--- src/rtl/sys_array_result_streamer_if.sv ---
// Result stream interface: one matrix element per valid/ready handshake,
// tagged with its row/column index and a last-element marker.
interface sys_array_result_streamer_if #(
  parameter int DATA_WIDTH = 8,
  parameter int ARRAY_W_W  = 5,
  parameter int ARRAY_A_L  = 15,
  parameter int ROW_BITS   = (ARRAY_W_W > 1) ? $clog2(ARRAY_W_W) : 1,
  parameter int COL_BITS   = (ARRAY_A_L > 1) ? $clog2(ARRAY_A_L) : 1
);

  logic                    m_valid;
  logic                    m_ready;
  logic [2*DATA_WIDTH-1:0] m_data;
  logic [ROW_BITS-1:0]     m_row;
  logic [COL_BITS-1:0]     m_col;
  logic                    m_last;

  modport master (
    output m_valid,
    output m_data,
    output m_row,
    output m_col,
    output m_last,
    input  m_ready
  );

  modport slave (
    input  m_valid,
    input  m_data,
    input  m_row,
    input  m_col,
    input  m_last,
    output m_ready
  );

endinterface

--- src/rtl/sys_array_result_streamer.sv ---
// Drain side of the systolic array fetcher. A rising edge on fetch_ready
// captures the whole result matrix into a shadow register; the shadow copy is
// then streamed out row-major, one element per handshake, so the fetcher is
// free to start its next computation while results drain.
module sys_array_result_streamer #(
  parameter int DATA_WIDTH = 8,
  parameter int ARRAY_W_W  = 5,
  parameter int ARRAY_A_L  = 15,
  parameter int ROW_BITS   = (ARRAY_W_W > 1) ? $clog2(ARRAY_W_W) : 1,
  parameter int COL_BITS   = (ARRAY_A_L > 1) ? $clog2(ARRAY_A_L) : 1
) (
  input  logic clk,
  input  logic reset_n,
  input  logic fetch_ready,
  input  logic [0:ARRAY_W_W-1][0:ARRAY_A_L-1][2*DATA_WIDTH-1:0] fetch_data,
  sys_array_result_streamer_if.master m_if,
  output logic busy,
  output logic done,
  output logic overrun,
  input  logic clr_overrun
);

  typedef enum logic [1:0] {
    S_IDLE   = 2'd0,
    S_STREAM = 2'd1,
    S_DONE   = 2'd2
  } state_t;

  localparam logic [ROW_BITS-1:0] ROW_ZERO = {ROW_BITS{1'b0}};
  localparam logic [COL_BITS-1:0] COL_ZERO = {COL_BITS{1'b0}};
  localparam logic [ROW_BITS-1:0] ROW_LAST = ROW_BITS'(ARRAY_W_W - 1);
  localparam logic [COL_BITS-1:0] COL_LAST = COL_BITS'(ARRAY_A_L - 1);
  // A 1x1 matrix makes the very first element also the last one.
  localparam logic SINGLE_ELEM = (ARRAY_W_W == 1) && (ARRAY_A_L == 1);

  state_t                  state_q;
  logic                    ready_q;
  logic [0:ARRAY_W_W-1][0:ARRAY_A_L-1][2*DATA_WIDTH-1:0] shadow_q;
  logic [ROW_BITS-1:0]     row_q;
  logic [COL_BITS-1:0]     col_q;
  logic [2*DATA_WIDTH-1:0] m_data_q;
  logic                    m_valid_q;
  logic                    m_last_q;
  logic                    busy_q;
  logic                    done_q;
  logic                    overrun_q;

  logic                    start_evt_s;
  logic                    hs_s;
  logic                    ovr_set_s;
  logic [ROW_BITS-1:0]     row_d;
  logic [COL_BITS-1:0]     col_d;
  logic                    last_d;

  // Rising-edge detect on fetch_ready and handshake / overrun qualifiers.
  always_comb begin
    start_evt_s = fetch_ready & ~ready_q;
    hs_s        = m_valid_q & m_if.m_ready;
    ovr_set_s   = start_evt_s & (state_q != S_IDLE);
  end

  // Next row-major position after the current element is accepted.
  always_comb begin
    row_d  = row_q;
    col_d  = col_q;
    last_d = 1'b0;
    if (col_q == COL_LAST) begin
      col_d = COL_ZERO;
      row_d = row_q + ROW_BITS'(1);
    end else begin
      col_d = col_q + COL_BITS'(1);
      row_d = row_q;
    end
    if ((row_d == ROW_LAST) && (col_d == COL_LAST)) begin
      last_d = 1'b1;
    end else begin
      last_d = 1'b0;
    end
  end

  // Previous-cycle copy of fetch_ready for edge detection.
  always_ff @(posedge clk or negedge reset_n) begin
    if (!reset_n) begin
      ready_q <= 1'b0;
    end else begin
      ready_q <= fetch_ready;
    end
  end

  // Sticky overrun flag; a new result edge beats a same-cycle clear.
  always_ff @(posedge clk or negedge reset_n) begin
    if (!reset_n) begin
      overrun_q <= 1'b0;
    end else if (ovr_set_s) begin
      overrun_q <= 1'b1;
    end else if (clr_overrun) begin
      overrun_q <= 1'b0;
    end else begin
      overrun_q <= overrun_q;
    end
  end

  // Capture / stream / done sequencer with all stream outputs registered.
  always_ff @(posedge clk or negedge reset_n) begin
    if (!reset_n) begin
      state_q   <= S_IDLE;
      shadow_q  <= '0;
      row_q     <= ROW_ZERO;
      col_q     <= COL_ZERO;
      m_data_q  <= {(2*DATA_WIDTH){1'b0}};
      m_valid_q <= 1'b0;
      m_last_q  <= 1'b0;
      busy_q    <= 1'b0;
      done_q    <= 1'b0;
    end else begin
      case (state_q)
        S_IDLE: begin
          done_q <= 1'b0;
          if (start_evt_s) begin
            // Snapshot taken on the same edge that sees the rising ready.
            shadow_q  <= fetch_data;
            row_q     <= ROW_ZERO;
            col_q     <= COL_ZERO;
            m_data_q  <= fetch_data[ROW_ZERO][COL_ZERO];
            m_last_q  <= SINGLE_ELEM;
            m_valid_q <= 1'b1;
            busy_q    <= 1'b1;
            state_q   <= S_STREAM;
          end
        end

        S_STREAM: begin
          // Without a handshake every stream output simply holds.
          if (hs_s) begin
            if (m_last_q) begin
              m_valid_q <= 1'b0;
              m_last_q  <= 1'b0;
              done_q    <= 1'b1;
              row_q     <= ROW_ZERO;
              col_q     <= COL_ZERO;
              state_q   <= S_DONE;
            end else begin
              row_q    <= row_d;
              col_q    <= col_d;
              m_data_q <= shadow_q[row_d][col_d];
              m_last_q <= last_d;
            end
          end
        end

        S_DONE: begin
          done_q  <= 1'b0;
          busy_q  <= 1'b0;
          state_q <= S_IDLE;
        end

        default: begin
          m_valid_q <= 1'b0;
          m_last_q  <= 1'b0;
          busy_q    <= 1'b0;
          done_q    <= 1'b0;
          state_q   <= S_IDLE;
        end
      endcase
    end
  end

  assign m_if.m_valid = m_valid_q;
  assign m_if.m_data  = m_data_q;
  assign m_if.m_row   = row_q;
  assign m_if.m_col   = col_q;
  assign m_if.m_last  = m_last_q;
  assign busy         = busy_q;
  assign done         = done_q;
  assign overrun      = overrun_q;

endmodule

--- src/flat_wrapper.sv ---
// flat-port wrapper written by rule: the top's interface ports become plain ports
module sys_array_result_streamer_flat 
#(
  parameter int DATA_WIDTH = 8,
  parameter int ARRAY_W_W  = 5,
  parameter int ARRAY_A_L  = 15,
  parameter int ROW_BITS   = (ARRAY_W_W > 1) ? $clog2(ARRAY_W_W) : 1,
  parameter int COL_BITS   = (ARRAY_A_L > 1) ? $clog2(ARRAY_A_L) : 1
)
  (clk, reset_n, fetch_ready, fetch_data, busy, done, overrun, clr_overrun, m_if_m_valid, m_if_m_data, m_if_m_row, m_if_m_col, m_if_m_last, m_if_m_ready);
  sys_array_result_streamer_if #(.DATA_WIDTH(DATA_WIDTH), .ARRAY_W_W(ARRAY_W_W), .ARRAY_A_L(ARRAY_A_L), .ROW_BITS(ROW_BITS), .COL_BITS(COL_BITS)) m_if_i ();
  input  logic clk;
  input  logic reset_n;
  input  logic fetch_ready;
  input  logic [0:ARRAY_W_W-1][0:ARRAY_A_L-1][2*DATA_WIDTH-1:0] fetch_data;
  output logic busy;
  output logic done;
  output logic overrun;
  input  logic clr_overrun;
  output wire logic [$bits(m_if_i.m_valid)-1:0] m_if_m_valid;
  output wire logic [$bits(m_if_i.m_data)-1:0] m_if_m_data;
  output wire logic [$bits(m_if_i.m_row)-1:0] m_if_m_row;
  output wire logic [$bits(m_if_i.m_col)-1:0] m_if_m_col;
  output wire logic [$bits(m_if_i.m_last)-1:0] m_if_m_last;
  input wire logic [$bits(m_if_i.m_ready)-1:0] m_if_m_ready;
  assign m_if_m_valid = m_if_i.m_valid;
  assign m_if_m_data = m_if_i.m_data;
  assign m_if_m_row = m_if_i.m_row;
  assign m_if_m_col = m_if_i.m_col;
  assign m_if_m_last = m_if_i.m_last;
  assign m_if_i.m_ready = m_if_m_ready;
  sys_array_result_streamer #(.DATA_WIDTH(DATA_WIDTH), .ARRAY_W_W(ARRAY_W_W), .ARRAY_A_L(ARRAY_A_L), .ROW_BITS(ROW_BITS), .COL_BITS(COL_BITS)) u_core (.clk(clk), .reset_n(reset_n), .fetch_ready(fetch_ready), .fetch_data(fetch_data), .m_if(m_if_i), .busy(busy), .done(done), .overrun(overrun), .clr_overrun(clr_overrun));
endmodule
--- config.mk ---
export PLATFORM = sky130hd
export DESIGN_NAME = sys_array_result_streamer_flat
export DESIGN_NICKNAME = d
export VERILOG_FILES = /design/src/rtl/sys_array_result_streamer_if.sv /design/src/rtl/sys_array_result_streamer.sv /design/src/flat_wrapper.sv
export SDC_FILE = /design/constraint.sdc
export NUM_CORES = 2
export LEC_CHECK = 0
export BUFFER_PORTS_ARGS = -buffer_cell sky130_fd_sc_hd__buf_2
export CORE_AREA = 4 4 474 476
export CTS_BUF_LIST = sky130_fd_sc_hd__clkbuf_8
export CTS_CLUSTER_SIZE = 24
export DETAILED_ROUTE_END_ITERATION = 16
export DIE_AREA = 0 0 478 480
export GPL_ROUTABILITY_DRIVEN = 0
export PLACE_DENSITY = 0.52
export SYNTH_ARGS = -nofsm -noshare
export SYNTH_HDL_FRONTEND = slang
export SYNTH_SLANG_ARGS = --single-unit
export TNS_END_PERCENT = 5
--- constraint.sdc ---
create_clock -name clk -period 2.85 [get_ports clk]
set_clock_uncertainty 0.15 [all_clocks]
set_input_delay 0.285 -clock clk [delete_from_list [all_inputs] [get_ports clk]]
set_output_delay 0.285 -clock clk [all_outputs]
set_load 0.01 [all_outputs]
==> reports/qor.yml, run 1 <==
ys_warn_count: 0
toolErrorMsg: "[ERROR RSZ-0060] Max buffer count reached."
synth.top_cell.area_share: 0.5270
io_buffers: 1232
synth_enable_flop_cells: 0
die_h_um: 480
htreeDepth: 4
status: "stopped before the end"
cts-root-buf: "clkbuf_8"
cts_max_path_buffers: 3
num_rows: 173
cts.sinks: 1231
ctsResizeCount: 283
syn_nets: 8288
dp.cells: 11430
hpwl_um: 250600
placed_cell_area_um2: 72260
initial_core_util: 0.2645
cts-hold-fix-buffers: 2382
chipWidth_um: 478
ys_seq_area_frac: 0.5270
ioPinCount: 1233
syn_area_per_cell_um2: 8.255
yosys.area.top_type: "dfrtp_1"
cts_post_setup_buffers_inserted: 59
synth_cell_types: 77
cts_buffers: 223
synthFlopType: "dfrtp_1"
failed_stage: "4_1_cts"
synth_cells: 7080
netlist_area_um2: 58450
synth-seq-cells: 1231
async_flop_share: 1.000
synth_area_leaders: "dfrtp_1 53%, nand2_1 26%, mux2i_1 5.3%"
[cell families after synthesis]
group                      synth area share
and+or+nand+nor                      0.2804
DFF                                  0.5270
AOI/OAI and AO/OA                   0.08482
buffers and inverters               0.03911
muxes                               0.06662
xor gates and xnor gates           0.001327
adders and majority gates         0.0006423
[synth_stat cells, types with 10 or more instances]
master and count:
nor3_1 42, mux4_2 19, o22ai_1 59, nand2b_1 19
nand3_1 26, dfrtp_1 1231, buf_6 11, nor4_1 16
buf_4 32, o31ai_1 15, a2111oi_0 78, mux2_2 30
a221oi_1 15, nand4_1 20, nand2_1 3997, mux2i_1 308
a22oi_1 14, o221ai_1 65, a211oi_1 56, clkbuf_8 10
buf_1 12, o211ai_1 12, a32o_1 10, nor2b_1 26
a21oi_1 271, clkbuf_1 331, o21ai_0 98, nor2_1 31
buf_2 86, or3_1 20, a31oi_1 11
[metrics by stage]
stage	setup TNS, ns	setup WS, ns
global placement	-16.96	-1.367
floorplan	-0.03119	-0.01234
detailed placement	-17.21	-1.385
==> run 2: changes to the inputs <==
--- a/config.mk
+++ b/config.mk
@@ -6,13 +6,11 @@
 export NUM_CORES = 2
 export LEC_CHECK = 0
 export BUFFER_PORTS_ARGS = -buffer_cell sky130_fd_sc_hd__buf_2
-export CORE_AREA = 4 4 474 476
-export CTS_BUF_LIST = sky130_fd_sc_hd__clkbuf_8
-export CTS_CLUSTER_SIZE = 24
+export CORE_MARGIN = 4
+export CORE_UTILIZATION = 20
 export DETAILED_ROUTE_END_ITERATION = 16
-export DIE_AREA = 0 0 478 480
 export GPL_ROUTABILITY_DRIVEN = 0
-export PLACE_DENSITY = 0.52
+export PLACE_DENSITY_LB_ADDON = 0.15
 export SYNTH_ARGS = -nofsm -noshare
 export SYNTH_HDL_FRONTEND = slang
 export SYNTH_SLANG_ARGS = --single-unit
==> constraint.sdc (replaced) <==
create_clock -name clk -period 3.7 [get_ports clk]
set_clock_uncertainty 0.15 [all_clocks]
set_input_delay 0.37 -clock clk [delete_from_list [all_inputs] [get_ports clk]]
set_output_delay 0.37 -clock clk [all_outputs]
set_load 0.01 [all_outputs]
==> run 2 against run 1 <==
The run now ends clean. Synthesized cell count is the same. Synthesized area is the same.
==> reports/qor.yml, run 2 <==
multi_input_area_um2: 26100
netlist_area_um2: 58450  # unchanged
tritoncts: "yes"
p_sw_mw: 15.58
num_vias: 61040
synth_enable_flop_cells: 0  # unchanged
drcViolationCount: 0
largest_reg_flops: 1200
p_seq_frac: 0.336
pwr-share-comb: 0.299
critPathKind: "reg -> reg"
syn_nets: 8288  # unchanged
layout_common_cells: "3993 x nand2_1, 1231 x buf_2, 1229 x dfrtp_1, 1206 x dlygate4sd3_1, 302 x mux2i_1"
coreArea_um2: 290800
max_slew_margin: 0.2043
switching_share: 0.3503
worstReg2RegEnd: "u_core.m_if.m_data[10]$_DFFE_PN0P_"
rsz0062_at_grt: "true"
required_ns: 4.28
crit_chain: "inv_1 > ha_2 > nand3_4 > buf_12 > mux2i_4 > buf_4 > nand2_1 > a21oi_1 > a2111oi_2 > nor3_1 > a311oi_1 > buf_4 > a32oi_1"
stdcell_count: 13670
antenna_left: 0
async_flop_share: 1.000  # unchanged
cts.sinks: 1231  # unchanged
r2r_start: "u_core.m_if.m_col[0]$_DFFE_PN0P_"
r2r_cells: 13
synth.top_cell.area_share: 0.5270  # unchanged
insertion_delay_ns: 0.84
critical_path_buf_inv_count: 4
p_clk_frac: 0.365
htreeDepth: 4  # unchanged
synth_area_leaders: "dfrtp_1 53%, nand2_1 26%, mux2i_1 5.3%"
drtPass1Iterations: 6
cts_max_path_buffers: 4  # +1
finalSetupTns_ns: 0
drt-total-wl_um: 361200
p_per_area_nw_per_um2: 497.0
cts_buffers: 163  # -27%
hold_viol_final: 0
ys_seq_area_frac: 0.5270  # unchanged
synth.most_common_cell: "nand2_1"
ff_latch_area_um2: 30810
syn_area_per_cell_um2: 8.255  # unchanged
final_util: 0.3076
synth-seq-cells: 1231  # unchanged
synthToLayoutAreaGrowth_pct: 53.08
total_power_mw: 44.47
synth_common_cells: "3997 x nand2_1, 1231 x dfrtp_1, 331 x clkbuf_1, 308 x mux2i_1, 271 x a21oi_1"
synthFlopType: "dfrtp_1"
grt_max_degree: 196
slew_violations: 0
start_kind: "flip-flop"
max_stage_delay_ns: 0.92
crit_path_top_delay_cell: "nor3_1"
period_needed_ns: 3.671
layout_commonest_cell: "nand2_1"
p_int_mw: 28.89
ys_warn_count: 0  # unchanged
grt_pass1_wl_um: 495400
setup_viol: 0
max_cap_violations: 0
grt_pass1_vias: 63550
fin_crit_sh: 0.9921
dp.cells: 12110  # +6.0%
timing.hold.ws_ns: 0.1106
synth_cell_types: 77  # unchanged
die_h_um: 548.6  # +14%
ir_worst_vdd_mv: 0.3332
fp.dieArea_um2: 301000
hpwl_um: 274900  # +9.7%
critPathMaxFanout: 8
fin_nets: 10790
max_freq_mhz: 272.4
num_rows: 198  # +14%
yosys.area.top_type: "dfrtp_1"
hold_end: "u_core.shadow_q[614]$_DFFE_PN0P_"
grt.overflow.total: 0
initial_core_util: 0.2010  # -0.06351
hp-class: "in -> reg"
endpoint_kind: "flip-flop"
fillers: 31020
drtIter0Drc: 4989
drive_above_1_share: 0.2113
leakage_nw: 43.77
synth_cells: 7080  # unchanged
largest-register: "u_core.shadow_q"
vias_per_cell: 4.467
grt_use_total: 0.2316
min-delay-start: "fetch_data[614]"
avgRoutedWirePerCell_um: 26.43
status: "finished, final reports clean"
cts-root-buf: "clkbuf_16"
min_delay_path_depth: 4
cpLargestDelayFamily: "simple AND/OR/NAND/NOR gates"
r2r_setup_slack_ns: 0.03
grt_antenna_before_repair: 129
ioPinCount: 1233  # unchanged
clk_pin_slew_worst_paths_ns: 0.06
cpMostUsedCell: "buf_4"
chipWidth_um: 548.6  # +15%
io_buffers: 1232  # unchanged
max_slew.worst_pin.slew_ns: 1.192
crit_arrival_ns: 4.25
run 2: cell counts after synthesis:
Identical to the previous run, type by type.
run 2: kinds of logic (layout without fill, tap and decap cells):
logic type | count (synthesis) | in the layout | share of synthesized area
DFF | 1231 | 1231 | 0.5270
AOI/OAI and AO/OA | 754 | 754 | 0.08482
xor gates and xnor gates | 5 | 5 | 0.001327
adders and majority gates | 3 | 3 | 0.0006423
buffers and inverters | 494 | 3113 | 0.03911
and+or+nand+nor | 4234 | 4234 | 0.2804
other | 0 | 66 | 0
muxes | 359 | 359 | 0.06662
run 2: final cells by class:
| class | count | area share |
|---|---|---|
| clock buffers | 233 | 0.05269 |
| repair buffers | 2823 | 0.2478 |
| flip-flops and latches | 1231 | 0.3444 |
| multi-input cells | 5355 | 0.2917 |
| well taps | 3900 | 0.05454 |
| inverters | 8 | 0.0003356 |
| diodes | 66 | 0.001846 |
| clock inverters | 49 | 0.006657 |
run 2: metal layers:
metal	track usage	vias up	share of wire
met5	0	-	0.00093
met4	0.08044	54	0.039
met3	0.03786	561	0.055
met2	0.3861	2269	0.47
met1	0.3032	30060	0.43
li1	-	28090	-
run 2: per-stage QoR:
stage | setup slack, ns | area, um^2
floorplan | 0.8135 | 58450
global placement | -0.5770 | 71350
detailed placement | -0.5236 | 71350
CTS | -0.04811 | 89140
global route | -0.007238 | 89410
finish | 0.02932 | 89470
run 2: worst reg2reg max path, delay by kind of cell (launching register included):
family	cells	cell delay [ns]
flip-flops	1	0.39
buffers and inverters	4	0.72
adder cells (fa/ha/maj)	1	0.22
AND/OR/NAND/NOR	3	1.13
AO/OA/AOI/OAI	4	0.59
multiplexers	1	0.38
run 2: repair_timing:
| action | CTS | global route |
|---|---|---|
| resized for setup | 86 | 39 |
| buffers inserted | 3 | 0 |
| hold endpoints to repair | 1744 | 0 |
| pin swaps | 4 | 6 |
| hold buffers | 1206 | 0 |
| cloned | 0 | 0 |
| setup endpoints to repair | 16 | 16 |
run 2: power by group through the flow:
stage | combinational, mW | clock (mW) | sequential [mW]
detailed placement | 12.2 | 0 | 15.2
floorplan | 4.58 | 0 | 14.9
CTS | 13.6 | 16.8 | 14.9
global route | 14.2 | 17.3 | 15.0
global placement | 12.2 | 0 | 15.2
finish | 13.3 | 16.2 | 14.9
run 2: how the worst max path moves through the flow:
stage,slack [ns],cells past startpoint,to,startpoint
after floorplan,0.81,12,u_core.m_if.m_data[13]$_DFFE_PN0P_,u_core.m_if.m_col[0]$_DFFE_PN0P_
after global placement,-0.58,14,u_core.m_if.m_data[1]$_DFFE_PN0P_,u_core.m_if.m_col[0]$_DFFE_PN0P_
after detailed placement,-0.52,15,u_core.m_if.m_data[9]$_DFFE_PN0P_,u_core.m_if.m_col[0]$_DFFE_PN0P_
after CTS,-0.05,13,u_core.m_if.m_data[11]$_DFFE_PN0P_,u_core.m_if.m_col[0]$_DFFE_PN0P_
after global routing,-0.007,14,u_core.m_if.m_data[13]$_DFFE_PN0P_,u_core.m_if.m_col[0]$_DFFE_PN0P_
final,0.03,13,u_core.m_if.m_data[10]$_DFFE_PN0P_,u_core.m_if.m_col[0]$_DFFE_PN0P_
No activity file was read; power rests on OpenSTA's default activity.
